$ cat src/rtl/mem_stage_if.sv
// Data-memory request/acknowledge bus between the MEM stage and data memory.
interface mem_stage_if;
  logic        dm_req;
  logic        dm_we;
  logic [31:0] dm_addr;
  logic [31:0] dm_wdata;
  logic        dm_ack;
  logic [31:0] dm_rdata;

  modport master (
    output dm_req, dm_we, dm_addr, dm_wdata,
    input  dm_ack, dm_rdata
  );

  modport slave (
    input  dm_req, dm_we, dm_addr, dm_wdata,
    output dm_ack, dm_rdata
  );
endinterface

$ cat src/rtl/mem_stage.sv
// MEM pipeline stage plus MEM/WB register.
// Runs one data-memory access at a time over req/ack, stalls upstream while it
// is outstanding, aborts after TIMEOUT_CYCLES busy cycles, and registers the
// selected write-back data for the WB stage.
module mem_stage #(
  parameter int TIMEOUT_CYCLES = 16
) (
  input  logic        clk,
  input  logic        rst,
  input  logic        mem_read,
  input  logic        mem_write,
  input  logic [1:0]  mem_to_reg,
  input  logic        reg_write,
  input  logic [31:0] alu_res,
  input  logic [31:0] wr_data,
  input  logic [4:0]  dest_reg,
  input  logic [31:0] pc_4,
  mem_stage_if.master dm,
  output logic        stall,
  output logic        wb_reg_write,
  output logic [4:0]  wb_dest_reg,
  output logic [31:0] wb_data,
  output logic        misalign_err,
  output logic        timeout_err
);

  // Counter only needs to reach TIMEOUT_CYCLES-1.
  localparam int CW = (TIMEOUT_CYCLES > 1) ? $clog2(TIMEOUT_CYCLES) : 1;
  localparam logic [CW-1:0] CNT_LAST = CW'(TIMEOUT_CYCLES - 1);

  typedef enum logic [1:0] {
    S_IDLE = 2'd0,
    S_BUSY = 2'd1,
    S_DONE = 2'd2
  } state_t;

  state_t        state_q, state_d;
  logic [CW-1:0] cnt_q, cnt_d;
  logic [31:0]   addr_q, addr_d;
  logic [31:0]   wdata_q, wdata_d;
  logic          we_q, we_d;
  logic [31:0]   rdata_q, rdata_d;
  logic          wb_reg_write_q, wb_reg_write_d;
  logic [4:0]    wb_dest_reg_q, wb_dest_reg_d;
  logic [31:0]   wb_data_q, wb_data_d;
  logic          misalign_q, misalign_d;
  logic          timeout_q, timeout_d;
  logic          stall_c;
  logic          acc;
  logic          aligned;

  // Next-state, capture and MEM/WB selection; the WB enable is only raised
  // when an instruction actually retires from this stage.
  always_comb begin
    acc            = mem_read | mem_write;
    aligned        = (alu_res[1:0] == 2'b00);
    state_d        = state_q;
    cnt_d          = cnt_q;
    addr_d         = addr_q;
    wdata_d        = wdata_q;
    we_d           = we_q;
    rdata_d        = rdata_q;
    stall_c        = 1'b0;
    misalign_d     = 1'b0;
    timeout_d      = timeout_q;
    wb_reg_write_d = 1'b0;
    wb_dest_reg_d  = dest_reg;
    case (mem_to_reg)
      2'b01:   wb_data_d = rdata_q;
      2'b10:   wb_data_d = pc_4;
      default: wb_data_d = alu_res;
    endcase

    case (state_q)
      S_IDLE: begin
        if (!acc) begin
          wb_reg_write_d = reg_write;
        end else if (!aligned) begin
          misalign_d = 1'b1;
        end else begin
          stall_c = 1'b1;
          addr_d  = alu_res;
          wdata_d = wr_data;
          we_d    = mem_write;
          cnt_d   = '0;
          state_d = S_BUSY;
        end
      end
      S_BUSY: begin
        stall_c = 1'b1;
        if (dm.dm_ack) begin
          rdata_d = dm.dm_rdata;
          state_d = S_DONE;
        end else if (cnt_q == CNT_LAST) begin
          timeout_d = 1'b1;
          rdata_d   = 32'h0;
          state_d   = S_DONE;
        end else begin
          cnt_d = cnt_q + CW'(1);
        end
      end
      S_DONE: begin
        wb_reg_write_d = reg_write;
        state_d        = S_IDLE;
      end
      default: state_d = S_IDLE;
    endcase
  end

  // State and MEM/WB register, cleared by synchronous reset.
  always_ff @(posedge clk) begin
    if (rst) begin
      state_q        <= S_IDLE;
      cnt_q          <= '0;
      addr_q         <= 32'h0;
      wdata_q        <= 32'h0;
      we_q           <= 1'b0;
      rdata_q        <= 32'h0;
      wb_reg_write_q <= 1'b0;
      wb_dest_reg_q  <= 5'h0;
      wb_data_q      <= 32'h0;
      misalign_q     <= 1'b0;
      timeout_q      <= 1'b0;
    end else begin
      state_q        <= state_d;
      cnt_q          <= cnt_d;
      addr_q         <= addr_d;
      wdata_q        <= wdata_d;
      we_q           <= we_d;
      rdata_q        <= rdata_d;
      wb_reg_write_q <= wb_reg_write_d;
      wb_dest_reg_q  <= wb_dest_reg_d;
      wb_data_q      <= wb_data_d;
      misalign_q     <= misalign_d;
      timeout_q      <= timeout_d;
    end
  end

  // Bus fields are forced to zero whenever no request is presented.
  always_comb begin
    dm.dm_req    = (state_q == S_BUSY);
    dm.dm_we     = (state_q == S_BUSY) ? we_q : 1'b0;
    dm.dm_addr   = (state_q == S_BUSY) ? addr_q : 32'h0;
    dm.dm_wdata  = (state_q == S_BUSY) ? wdata_q : 32'h0;
    stall        = stall_c;
    wb_reg_write = wb_reg_write_q;
    wb_dest_reg  = wb_dest_reg_q;
    wb_data      = wb_data_q;
    misalign_err = misalign_q;
    timeout_err  = timeout_q;
  end

endmodule

$ cat src/flat_wrapper.sv
// flat-port wrapper written by rule: the top's interface ports become plain ports
module mem_stage_flat 
#(
  parameter int TIMEOUT_CYCLES = 16
)
  (clk, rst, mem_read, mem_write, mem_to_reg, reg_write, alu_res, wr_data, dest_reg, pc_4, stall, wb_reg_write, wb_dest_reg, wb_data, misalign_err, timeout_err, dm_dm_req, dm_dm_we, dm_dm_addr, dm_dm_wdata, dm_dm_ack, dm_dm_rdata);
  mem_stage_if dm_i ();
  input  logic clk;
  input  logic rst;
  input  logic mem_read;
  input  logic mem_write;
  input  logic [1:0] mem_to_reg;
  input  logic reg_write;
  input  logic [31:0] alu_res;
  input  logic [31:0] wr_data;
  input  logic [4:0] dest_reg;
  input  logic [31:0] pc_4;
  output logic stall;
  output logic wb_reg_write;
  output logic [4:0] wb_dest_reg;
  output logic [31:0] wb_data;
  output logic misalign_err;
  output logic timeout_err;
  output wire logic [$bits(dm_i.dm_req)-1:0] dm_dm_req;
  output wire logic [$bits(dm_i.dm_we)-1:0] dm_dm_we;
  output wire logic [$bits(dm_i.dm_addr)-1:0] dm_dm_addr;
  output wire logic [$bits(dm_i.dm_wdata)-1:0] dm_dm_wdata;
  input wire logic [$bits(dm_i.dm_ack)-1:0] dm_dm_ack;
  input wire logic [$bits(dm_i.dm_rdata)-1:0] dm_dm_rdata;
  assign dm_dm_req = dm_i.dm_req;
  assign dm_dm_we = dm_i.dm_we;
  assign dm_dm_addr = dm_i.dm_addr;
  assign dm_dm_wdata = dm_i.dm_wdata;
  assign dm_i.dm_ack = dm_dm_ack;
  assign dm_i.dm_rdata = dm_dm_rdata;
  mem_stage #(.TIMEOUT_CYCLES(TIMEOUT_CYCLES)) u_core (.clk(clk), .rst(rst), .mem_read(mem_read), .mem_write(mem_write), .mem_to_reg(mem_to_reg), .reg_write(reg_write), .alu_res(alu_res), .wr_data(wr_data), .dest_reg(dest_reg), .pc_4(pc_4), .dm(dm_i), .stall(stall), .wb_reg_write(wb_reg_write), .wb_dest_reg(wb_dest_reg), .wb_data(wb_data), .misalign_err(misalign_err), .timeout_err(timeout_err));
endmodule
$ cat config.mk
export PLATFORM = sky130hd
export DESIGN_NAME = mem_stage_flat
export DESIGN_NICKNAME = d
export VERILOG_FILES = /design/src/rtl/mem_stage_if.sv /design/src/rtl/mem_stage.sv /design/src/flat_wrapper.sv
export SDC_FILE = /design/constraint.sdc
export NUM_CORES = 1
export LEC_CHECK = 0
export BUFFER_PORTS_ARGS = -buffer_cell sky130_fd_sc_hd__buf_2
export CAP_MARGIN = 20
export CORE_UTILIZATION = 48
export DETAILED_ROUTE_END_ITERATION = 10
export PLACE_DENSITY = 0.8
export RECOVER_POWER = 50
export SETUP_SLACK_MARGIN = 0.15
export SYNTH_ARGS = -nofsm -noshare
export SYNTH_HDL_FRONTEND = slang
export SYNTH_SLANG_ARGS = --single-unit
$ cat constraint.sdc
create_clock -name clk -period 2.1 [get_ports clk]
set_input_delay 0.105 -clock clk [delete_from_list [all_inputs] [get_ports clk]]
set_output_delay 0.105 -clock clk [all_outputs]
set_load 0.01 [all_outputs]
==> run_results.csv, run 1 <==
group,metric,value,unit
synth,async_reset_ff_frac,0,
die,die_w,113,um
grt,gr-usage-all-layers,0.335,
worst_setup_path,cp_slowest_cell,"dfxtp_1",
routing,firstDrtPassIters,6,
clock_network,cts_root_buf,"clkbuf_16",
grt,grt_use_met1,0.366,
clock_network,cts_buffers,17,
timing,fmax,521,MHz
die,die-area,12700,um2
routing,drt_wl_total,21.2,mm
worst_setup_path,path_cells,"nand2b_1 > inv_4 > buf_12 > and2_1 > buf_2",
grt,grt_max_degree,70,
grt,grt_pass1_vias,6652,
timing,hold_viol,0,
cells_and_area,fillCellCount,847,
synth,ys.flop_type,"dfxtp_1",
timing,final_max_slew_viol_count,0,
clock_network,cts_tree,"done",
worst_setup_path,worst-path-buf-inv,3,
pwr,peakVddDrop,0.564,mV
grt,gr-total-overflow,0,
pwr,power.density,802,nW/um2
timing,finalSetupViolCount,0,
die,io_pins,248,
cells_and_area,multiInputGateArea,2620,um2
clock_network,path_clk_slew,60,ps
clock_network,clockBufferDepth,2,
timing,post-route-period-util,0.915,
worst_setup_path,critPathArrivalTime,1820,ps
clock_network,cts_sinks,143,
synth,syn_area,5870,um2
placed_design,portBuffers,247,
worst_setup_path,crit_path_max_incr_delay,330,ps
routing,drcViolationCount,0,
synth,avgSynthCellArea,9.16,um2
worst_setup_path,required,2000,ps
grt,met2_usage,0.571,
synth,ys_warn_count,0,
synth,ys_seq_elements,143,
synth,synth_top_family_by_area,"compound AO/OA/AOI/OAI gates",
worst_setup_path,critPathKind,"flip-flop to output port",
die,die_y,113,um
worst_setup_path,cp-end-kind,"output port",
synth,synth_edf_count,0,
clock_network,cts_htree_levels,4,
min_path,hp-class,"primary input to flip-flop",
synth,muxShareOfSynthArea,0.00341,
die,initial_core_util,0.491,
timing,tns,0,ps
routing,routed_via_density,5.74,
die,placementRows,40,
worst_setup_path,critPathTopFamily,"buffers and inverters",
synth,seq_area_frac_synth,0.487,
timing,final.min_clock_period,1920,ps
cells_and_area,regArea,2860,um2
die,core-area,12000,um2
routing,drt_iter0_markers,524,
timing,worst_clock_skew,11.0,ps
run_status,status,"completed",
pwr,leakagePower,0.00383,uW
placed_design,place_congestion,0.804,
routing,wl_per_cell,18.5,um
timing,tightest_slew,1110,ps
routing,drtAntennaViolNets,0,
synth,synth.distinct_cells,40,
synth,synthAdderAreaFrac,0.00639,
cells_and_area,postLayoutCoreUtil,0.746,
routing,dr_total_vias,6576,
cells_and_area,layout-drive-gt1-share,0.263,
worst_setup_path,startpoint_type,"flip-flop",
grt,use_met3,0.0988,
grt,antenna_found_initial,2,
timing,rsz0062_at_grt,"no",
timing,relSlewSlack,0.260,
worst_setup_path,crit_fanout,69,
synth,syn_inst,641,
grt,grt_pass1_wl,32.9,mm
synth,syn_nets,785,
clock_network,clock_latency,430,ps
cells_and_area,nNetsFinal,1129,
synth,synth_xor_area_frac,0,
grt,top_usage_layer,"met2",
cells_and_area,syn_to_final_growth,51.9,%
flow_run,maxCapViolCount,0,
placed_design,place.detailed.hpwl,11.3,mm
synth,synth_simple_gate_area_share,0.213,
synth,synth-compound-area-share,0.222,
per-layer routing:
metal  part of all wire  vias to the layer above
met4              0.053                        0
met3              0.081                      107
met1               0.37                     3040
met5                  0                        -
li1                   -                     3005
met2               0.49                      424
power by group:
group / leakage, uW / total (uW) / switching, uW / internal, uW
sequential: 0.00117 / 2900 / 57.2 / 2840
combinational: 0.00236 / 981 / 522 / 459
clock: 0.000306 / 3280 / 1150 / 2130
cells in the mapped netlist, types with 5 or more instances:
cell type  instances  area share
a21oi_1           66       0.056
a221oi_1          32       0.048
a22o_1            32       0.048
and2_1            65       0.069
buf_2             12       0.010
buf_6             14       0.027
clkbuf_1          33       0.021
dfxtp_1          143        0.49
nand3_1           66       0.056
nor2_1             5      0.0032
nor2b_1           37       0.039
nor3_1            33       0.028
o21ai_0           14       0.012
o21ai_1           50       0.043
repair_timing:
action	4_1_cts	5_1_grt
hold endpoints to repair	128	0
hold buffers	124	0
setup buffers	0	0
endpoints found under the setup margin	0	50
gates resized for setup	0	1
cells in the final DEF, fill, tap and decap left out, types with 2 or more instances in the layout:
cell type,instances
clkbuf_1,43
dfxtp_1,142
and2_1,65
a21oi_1,65
clkbuf_16,17
o21ai_1,50
clkinv_2,3
ha_1,3
buf_12,3
nor3_1,33
nor2_1,5
nand3_1,66
nor2b_1,37
dlygate4sd3_1,124
mux2i_1,2
nor3b_1,2
clkinvlp_4,2
nand2b_1,2
nor4_1,2
inv_1,4
o21ai_0,14
clkbuf_2,4
bufinv_16,5
a22o_1,32
buf_4,12
diode_2,2
a221oi_1,32
buf_2,206
a31oi_1,2
through the flow:
step / worst slack [ps] / hold slack [ps] / area, um2 / power (uW) / std cells
5_1_grt: 97.0 / 37.9 / 8930 / 7400 / 1146
2_1_floorplan: 617 / 231 / 5870 / 3390 / 641
4_1_cts: 163 / 3.00 / 8990 / 7120 / 1143
6_report: 179 / 7.91 / 8930 / 7160 / 1146
3_3_place_gp: 367 / 313 / 7110 / 3700 / 988
3_5_place_dp: 342 / 316 / 7110 / 3720 / 988
path summary, 6_finish.rpt:
| path | from | endpoint | slack [ps] | cells after the start |
|---|---|---|---|---|
| worst min-delay path | pc_4[30] | u_core.wb_data[30] | 8 | 3 |
| worst max register to register | u_core.state_q[1] | u_core.rdata_q[6] | 220 | 5 |
| worst max-delay path | u_core.state_q[1] | dm_dm_addr[0] | 180 | 5 |
| worst min register to register | u_core.addr_q[1] | u_core.addr_q[1] | 470 | 1 |
logic make-up after synthesis:
group	after synthesis
compound gates	203
fa+ha+maj	3
buf+inv	71
flops	143
mux	2
simple gates	219
worst min-delay path: cells and delay by family:
family | cells | cell delay, ps
and+or+nand+nor | 1 | 140
buffers and inverters | 1 | 80
AOI/OAI and AO/OA | 1 | 60
cell type report:
class / instances / area share
Sequential cell: 143 / 0.321
Multi-Input combinational cell: 428 / 0.294
Timing Repair Buffer: 390 / 0.291
Clock buffer: 20 / 0.0500
Clock inverter: 11 / 0.0212
Tap cell: 147 / 0.0206
Inverter: 5 / 0.00238
Antenna cell: 2 / 0.000561
(Power assumes the default switching activity.)
==> run 2: changes to the inputs <==
- CORE_UTILIZATION: 48 -> 49
- CTS_BUF_LIST: not set -> sky130_fd_sc_hd__clkbuf_8
- PLACE_DENSITY: 0.8 -> 0.82
==> run 2 against run 1 <==
Net effect:
- the flow now finishes with violations (design-rule violations)
- non-clock buffer count rose by 11
- core utilization rose by 2.3 points
- clock skew rose by 0.99 ps
- combinational power about the same
- clock power decreased by 26%
- cell count increased by 0.79%
- wire length rose by 2.6%
- global-route usage up 1.1 points
- largest cell class unchanged
- largest power group is now registers
- highest routed layer unchanged
==> run_results.csv, run 2 (synthesized netlist as in run 1, its figures left out) <==
group,metric,value,unit
placed_design,place_congestion,0.817,
timing,relSlewSlack,0.252,
worst_setup_path,crit_fanout,32,
timing,tightest_slew,1120,ps
routing,wl_met3,1.70,mm
worst_setup_path,required,2430,ps
worst_setup_path,cp_slowest_cell,"clkbuf_2",
clock_network,cts_root_buf,"clkbuf_8",
routing,drt_iter0_markers,696,
routing,met1_length,7.98,mm
worst_setup_path,path_cells,"nand2b_4 > inv_6 > and3_1 > clkbuf_2 > a22o_1",
clock_network,cts_tree,"done",
flow_run,maxCapViolCount,0,
clock_network,cts_sinks,143,
worst_setup_path,startpoint_type,"flip-flop",
timing,tns,0,ps
min_path,min_to,"u_core.misalign_err",
routing,highest_layer,"met4",
timing,final_max_slew_viol_count,0,
worst_setup_path,regToRegSetupSlack,230,ps
timing,finalSetupViolCount,0,
timing,post-route-period-util,0.889,
worst_setup_path,crit_path_max_incr_delay,450,ps
grt,gr-total-overflow,0,
die,initial_core_util,0.508,
run_status,status,"finished with violations",
worst_setup_path,critPathKind,"flip-flop to flip-flop",
grt,gr-usage-all-layers,0.346,
die,io_pins,248,
worst_setup_path,critPathArrivalTime,2200,ps
timing,rsz0062_at_grt,"no",
die,die_y,111,um
clock_network,path_clk_slew,80,ps
clock_network,cts_setup_buffers,0,
die,core-area,11600,um2
grt,grt_max_degree,62,
timing,fmax,536,MHz
cells_and_area,layout_common_cells,"198 x buf_2, 142 x dfxtp_1, 135 x dlygate4sd3_1",
grt,grt_pass1_wl,33.6,mm
routing,firstDrtPassIters,8,
placed_design,portBuffers,247,
pwr,peakVddDrop,0.511,mV
worst_setup_path,r2r-end,"u_core.rdata_q[24]",
routing,dr_wl_met2,10.7,mm
die,placementRows,39,
die,die_w,111,um
grt,grt_pass1_vias,6710,
pwr,power.density,712,nW/um2
worst_setup_path,cp-end-kind,"flip-flop",
min_path,hold_path_depth,3,
routing,routed_via_density,5.74,
cells_and_area,nNetsFinal,1141,
timing,hold_viol,0,
routing,drcViolationCount,16,
pwr,totalPowerFinal,6330,uW
cells_and_area,final_common_cell,"buf_2",
routing,drt_wl_total,21.7,mm
placed_design,place.detailed.hpwl,11.3,mm
cells_and_area,layout-drive-gt1-share,0.254,
routing,wl_per_cell,18.8,um
min_path,min_from,"alu_res[1]",
clock_network,clockBufferDepth,2,
die,die-area,12400,um2
timing,final.min_clock_period,1870,ps
worst_setup_path,reg2reg_from,"u_core.state_q[1]",
clock_network,cts_htree_levels,4,
routing,drtAntennaViolNets,0,
routing,dr_total_vias,6633,
run_status,violations,"design-rule violations",
cells_and_area,syn_to_final_growth,51.4,%
min_path,hp-class,"primary input to flip-flop",
pwr,leakagePower,0.00379,uW
clock_network,clock_latency,450,ps
worst_setup_path,reg2reg_depth,5,
grt,antenna_found_initial,2,
clock_network,cts_buffers,17,
timing,worst_clock_skew,12.0,ps
==> run 2: how the worst max path moves through the flow <==
stage                      startpoint                  to  cells after the start
global placement    u_core.state_q[0]     dm_dm_wdata[28]                      5
global route        u_core.state_q[1]   u_core.addr_q[14]                      4
CTS                 u_core.state_q[1]     dm_dm_wdata[28]                      5
finish              u_core.state_q[1]  u_core.rdata_q[24]                      5
detailed placement  u_core.state_q[0]   u_core.rdata_q[9]                      5
floorplan             u_core.cnt_q[0]  u_core.rdata_q[10]                      5
==> run 2: worst max-delay path, delay by kind of cell, from the launching register on <==
family | cells | cell delay [ps]
compound gates | 1 | 360
flops | 1 | 390
simple gates | 2 | 440
buf+inv | 2 | 540
==> run 2: routing by layer <==
metal,GRT usage,vias to the layer above
met2,0.592,433
met5,0,-
met4,0.259,0
li1,-,3031
met3,0.0882,113
met1,0.371,3056
==> run 2: timing repair <==
| action | in CTS | in global routing |
|---|---|---|
| gates resized for setup | 5 | 3 |
| setup endpoints to repair | 38 | 40 |
| pin swaps | 0 | 1 |
| cloned | 0 | 2 |
| hold buffers | 135 | 0 |
| endpoints found under the hold margin | 134 | 0 |
==> run 2: metrics by stage <==
| stage | setup slack, ps | instances | area (um2) | hold slack [ps] | utilization |
|---|---|---|---|---|---|
| 2_1_floorplan | 617 | 641 | 5870 | 231 | - |
| 3_3_place_gp | 352 | 983 | 7100 | 312 | 0.614 |
| 3_5_place_dp | 317 | 984 | 7130 | 318 | 0.616 |
| 4_1_cts | 171 | 1151 | 8930 | 8.30 | 0.773 |
| 5_1_grt | 128 | 1155 | 8890 | 55.0 | 0.769 |
| 6_report | 233 | 1155 | 8890 | 34.3 | 0.769 |
==> run 2: power by group <==
group          switching, uW  internal [uW]
sequential              57.5           2840
combinational            531            480
clock                   1050           1380
total                   1640           4700
==> run 2: area by class of cell <==
type / count / area (um2)
Antenna cell: 2 / 5.00
Sequential cell: 143 / 2860
Tap cell: 143 / 179
Multi-Input combinational cell: 428 / 2630
Clock inverter: 12 / 166
Inverter: 5 / 31.3
Timing Repair Buffer: 401 / 2740
Timing Repair inverter: 1 / 8.76
Fill cell: 827 / 2670
Clock buffer: 20 / 275
